===== src/rtl/irq_trap_unit.sv =====
// Interrupt trap sequencer: arbitrates CLINT lines, waits for an interruptible
// point, flushes/redirects fetch to the handler vector and returns on mret.
module irq_trap_unit #(
  parameter int          IRQ_W      = 4,
  parameter int          ID_W       = 2,
  parameter logic [31:0] VEC_BASE   = 32'h0000_0040,
  parameter int          VEC_STRIDE = 4
) (
  input  logic             clk,
  input  logic             rst,
  input  logic [IRQ_W-1:0] irq_i,
  output logic             irq_ack_o,
  output logic [ID_W-1:0]  irq_ack_id_o,
  input  logic             int_en_i,
  input  logic             stall_i,
  input  logic [31:0]      pc_i,
  input  logic             mret_i,
  output logic             flush_o,
  output logic             jump_o,
  output logic [31:0]      jump_addr_o,
  output logic [31:0]      epc_o,
  output logic [ID_W-1:0]  cause_o,
  output logic             in_isr_o
);

  localparam logic [2:0] S_IDLE = 3'd0;
  localparam logic [2:0] S_WAIT = 3'd1;
  localparam logic [2:0] S_TAKE = 3'd2;
  localparam logic [2:0] S_ISR  = 3'd3;
  localparam logic [2:0] S_RET  = 3'd4;

  logic [2:0]      state;
  logic [ID_W-1:0] id_q;
  logic [ID_W-1:0] pick_id;
  logic [31:0]     epc_q;
  logic [ID_W-1:0] cause_q;
  logic [31:0]     vec_addr;

  // Scan from the top down so the lowest set bit wins (bit0 = highest priority).
  always_comb begin
    pick_id = '0;
    for (int i = IRQ_W - 1; i >= 0; i--)
      if (irq_i[i]) pick_id = ID_W'(i);
  end

  assign vec_addr = VEC_BASE + 32'(id_q) * 32'(VEC_STRIDE);

  always_ff @(posedge clk) begin
    if (rst) begin
      state   <= S_IDLE;
      id_q    <= '0;
      epc_q   <= '0;
      cause_q <= '0;
    end else begin
      case (state)
        S_IDLE: begin
          if (int_en_i && (|irq_i)) begin
            id_q  <= pick_id;
            state <= S_WAIT;
          end
        end
        // id_q stays frozen here; no re-arbitration against newer lines.
        S_WAIT: begin
          if (!int_en_i) begin
            state <= S_IDLE;
          end else if (!stall_i) begin
            epc_q <= pc_i;
            state <= S_TAKE;
          end
        end
        S_TAKE: begin
          cause_q <= id_q;
          state   <= S_ISR;
        end
        S_ISR: begin
          if (mret_i) state <= S_RET;
        end
        S_RET:   state <= S_IDLE;
        default: state <= S_IDLE;
      endcase
    end
  end

  // Moore decode: pulses are one cycle wide because TAKE/RET last one cycle.
  assign irq_ack_o    = (state == S_TAKE);
  assign irq_ack_id_o = (state == S_TAKE) ? id_q : '0;
  assign flush_o      = (state == S_TAKE) || (state == S_RET);
  assign jump_o       = (state == S_TAKE) || (state == S_RET);
  assign jump_addr_o  = (state == S_TAKE) ? vec_addr :
                        (state == S_RET)  ? epc_q    : 32'h0;
  assign epc_o        = epc_q;
  assign cause_o      = cause_q;
  assign in_isr_o     = (state == S_ISR);

endmodule


===== config.mk =====
export PLATFORM = sky130hd
export DESIGN_NAME = irq_trap_unit
export DESIGN_NICKNAME = d
export VERILOG_FILES = /design/src/rtl/irq_trap_unit.sv
export SDC_FILE = /design/constraint.sdc
export NUM_CORES = 1
export LEC_CHECK = 0
export ABC_AREA = 1
export CORE_MARGIN = 2
export CORE_UTILIZATION = 41
export DETAILED_ROUTE_END_ITERATION = 10
export PLACE_DENSITY = 0.86
export SYNTH_ARGS = -nofsm -noshare
export SYNTH_HDL_FRONTEND = slang
export SYNTH_SLANG_ARGS = --single-unit

===== constraint.sdc =====
create_clock -name clk -period 3.8 [get_ports clk]
set_input_delay 1.14 -clock clk [delete_from_list [all_inputs] [get_ports clk]]
set_output_delay 1.14 -clock clk [all_outputs]
set_load 0.02 [all_outputs]

==> metrics.md <==
| Metric | Value |
|---|---|
| Outcome | `finished, final reports clean` |
| Initial core utilization | `0.4324` |
| Final core utilization | `0.6900` |
| Final min period | `3.479 ns` |
| Initial antenna violation count | `0` |
| Crit. End Element | `output pin` |
| Via Count | `1829` |
| Worst slew pin tran | `1.025 ns` |
| DRC Markers | `0` |
| Die width | `72.47 um` |
| Pin count of the biggest net entering global routing | `41` |
| RSZ-0062 raised after global routing | `no` |
| Pre-Repair DR Iteration Count | `4` |
| Mapped Area | `1922 sq um` |
| I/O Buffers | `112` |
| WL per Instance | `12.22 um` |
| Mean post-synth cell area | `8.109 sq um` |
| H-tree Lvls | `2` |
| Post-Synthesis Cells | `237` |
| Main combinational cell family by area after synthesis | `compound AO/OA/AOI/OAI gates` |
| Hold Vio Cnt, Final | `0` |
| Fmax | `0.2875 GHz` |
| Io pins | `113` |
| Yosys top cell by area | `dfxtp_1` |
| Routed vias/inst | `4.619` |
| Chip Height | `72.47 um` |
| Psw | `249.0 uW` |
| Buffers inserted by post-CTS timing repair | `0` |
| Synth Area in Adders | `0` |
| Post-synth ARST share | `0` |
| Initial drt markers | `75` |
| ANT nets after route | `0` |
| Sinks on Clock Net | `39` |
| Synth area leaders | `dfxtp_1 41%, a211oi_2 21%, nor2_1 14%` |
| Core Region | `4444 sq um` |
| Post-cts gate resize count | `0` |
| Num rows | `24` |
| Area delta synth->final | `59.57%` |
| Combinational share of power | `0.222` |
| Finished Layout Cells | `396` |
| Synth Area in Compound Gates | `0.2376` |
| Vias in the first global route | `1721` |
| MaxCap Viol Count | `0` |
| Mux contribution to synthesized area | `0` |
| Clk pin slew, worst setup/hold paths | `0.07 ns` |
| Setup TNS | `0 ns` |
| Synth Area in Simple Gates | `0.1947` |
| Crit path required time | `2.66 ns` |
| Maximum vdd drop | `0.0002280 V` |
| Clk_lat worst skew | `0.28 ns` |
| Tcrit/Tclk final | `0.9155` |
| Ys Warns | `0` |
| Critical-path maximum fanout | `18` |
| Crit path kind | `reg -> out` |
| EDFF count, synth | `0` |
| Crit path DAT | `2.34 ns` |
| CTS buffer count | `5` |
| Leakage | `0.001087 uW` |
| Netlist cell types | `17` |
| Sequential share of the synthesized area | `0.4063` |
| Max-slew violation count | `0` |
| Internal power | `662.0 uW` |
| Overall Global Routing Usage | `0.1837` |
| Ant diodes | `0` |
| Seq pwr share | `0.488` |
| Most common cell in the synthesized netlist | `nor2_1` |
| GPL Wtd Cong | `0.7619` |
| CTS tree | `built` |
| Placed cells | `388` |
| Total Nets Final | `384` |
| Global-route wire length before repair | `7472 um` |
| Class of the tightest hold or removal check | `reg -> reg` |
| Clock network power share | `0.290` |
| Switching share of power | `0.2733` |
| Setup violations, final | `0` |
| CTS root buffer | `clkbuf_8` |
| Hold_buf cts | `0` |
| WL final | `4839 um` |
| Power density over the cells | `297.1 nW/um^2` |
| Register bit total from synthesis | `39` |
| Congestion Overflow GR | `0` |
| Die area | `5251 sq um` |
| Kind of start point of the critical path | `register` |
| Ys flop type | `dfxtp_1` |
| Synthesized Nets | `278` |
| Fraction of layout cells with a size suffix above 1 | `0.1279` |
| Post-Synth XOR/XNOR Area | `0` |
| Post-synth top area share | `0.4063` |
| Worst clock skew | `0.004832 ns` |
| Bufs on Longest Clock Path | `2` |
| Most common library cells after synthesis | `74 x nor2_1, 44 x inv_1, 39 x dfxtp_1, 32 x a211oi_2, 13 x nand2_1` |
| Rel. slew slack | `0.3166` |
| Detailed placer's ending HPWL | `3681 um` |
-- placed cells by master (no fill, tap or decap), types with 2 or more instances in the layout --
cell type,count
nand3_1,6
o21ai_0,4
clkdlybuf4s50_1,111
buf_4,2
clkbuf_8,5
a21oi_1,6
nand2_1,13
nor2_1,74
dfxtp_1,39
inv_1,44
clkbuf_1,2
a211oi_2,32
-- registers in the layout (all words and copies together) (netlist names) --
signal,cells
cause_o,2
epc_o,32
id_q,2
state,3
-- final timing paths --
check,cells past startpoint,slack (ns),from,endpoint
max,5,0.32,state[1],jump_addr_o[23]
min reg2reg,2,0.47,cause_o[1],cause_o[1]
max reg2reg,5,1.93,state[2],epc_o[26]
min,2,0.47,cause_o[1],cause_o[1]
-- power by group through the flow --
stage	sequential [uW]	combinational, uW	clock (uW)
6_report	445	202	264
5_1_grt	447	219	291
4_1_cts	445	204	273
3_5_place_dp	454	203	0
3_3_place_gp	453	200	0
2_1_floorplan	476	91.3	0
-- per-stage QoR --
step | worst slack (ns) | instance area [sq um] | total power, uW | hold slack [ns]
final | 0.3213 | 3067 | 911.0 | 0.4655
after global routing | 0.1639 | 3067 | 956.9 | 0.4926
after CTS | 0.2946 | 3067 | 921.8 | 0.4689
after detailed placement | 0.6103 | 2985 | 657.6 | 0.4573
after global placement | 0.7161 | 2985 | 653.1 | 0.4533
after floorplan | 1.342 | 1922 | 567.8 | 0.4496
-- critical path, stage by stage (launching register included) --
cell and delay, ns:
dfxtp_1 0.34, inv_1 0.09, nand3_1 0.48, buf_4 0.42, nor2_1 0.11, clkdlybuf4s50_1 0.62
-- layout make-up --
cell class / instances / area, sq um
Sequential cell: 39 / 780.7
Clock buffer: 7 / 76.32
Fill cell: 375 / 1378
Clock inverter: 1 / 5.005
Tap cell: 52 / 65.06
Multi-Input combinational cell: 138 / 839.6
Timing Repair Buffer: 114 / 1131
Inverter: 45 / 168.9
-- logic make-up (layout without fill, tap and decap cells) --
kind of cell / count (synthesis) / in the layout
buffers and inverters: 60 / 167
DFF: 39 / 39
AOI/OAI and AO/OA: 43 / 43
and+or+nand+nor: 95 / 95
-- metal layers --
| layer | GRT usage | wire [um] | up-vias |
|---|---|---|---|
| li1 | - | - | 948 |
| met3 | 0.07083 | 498 | 4 |
| met4 | 0.06173 | 36 | 0 |
| met1 | 0.1881 | 1826 | 802 |
| met5 | 0 | 0 | - |
| met2 | 0.3405 | 2478 | 75 |
Note: power is estimated with default switching activity, not from simulation.
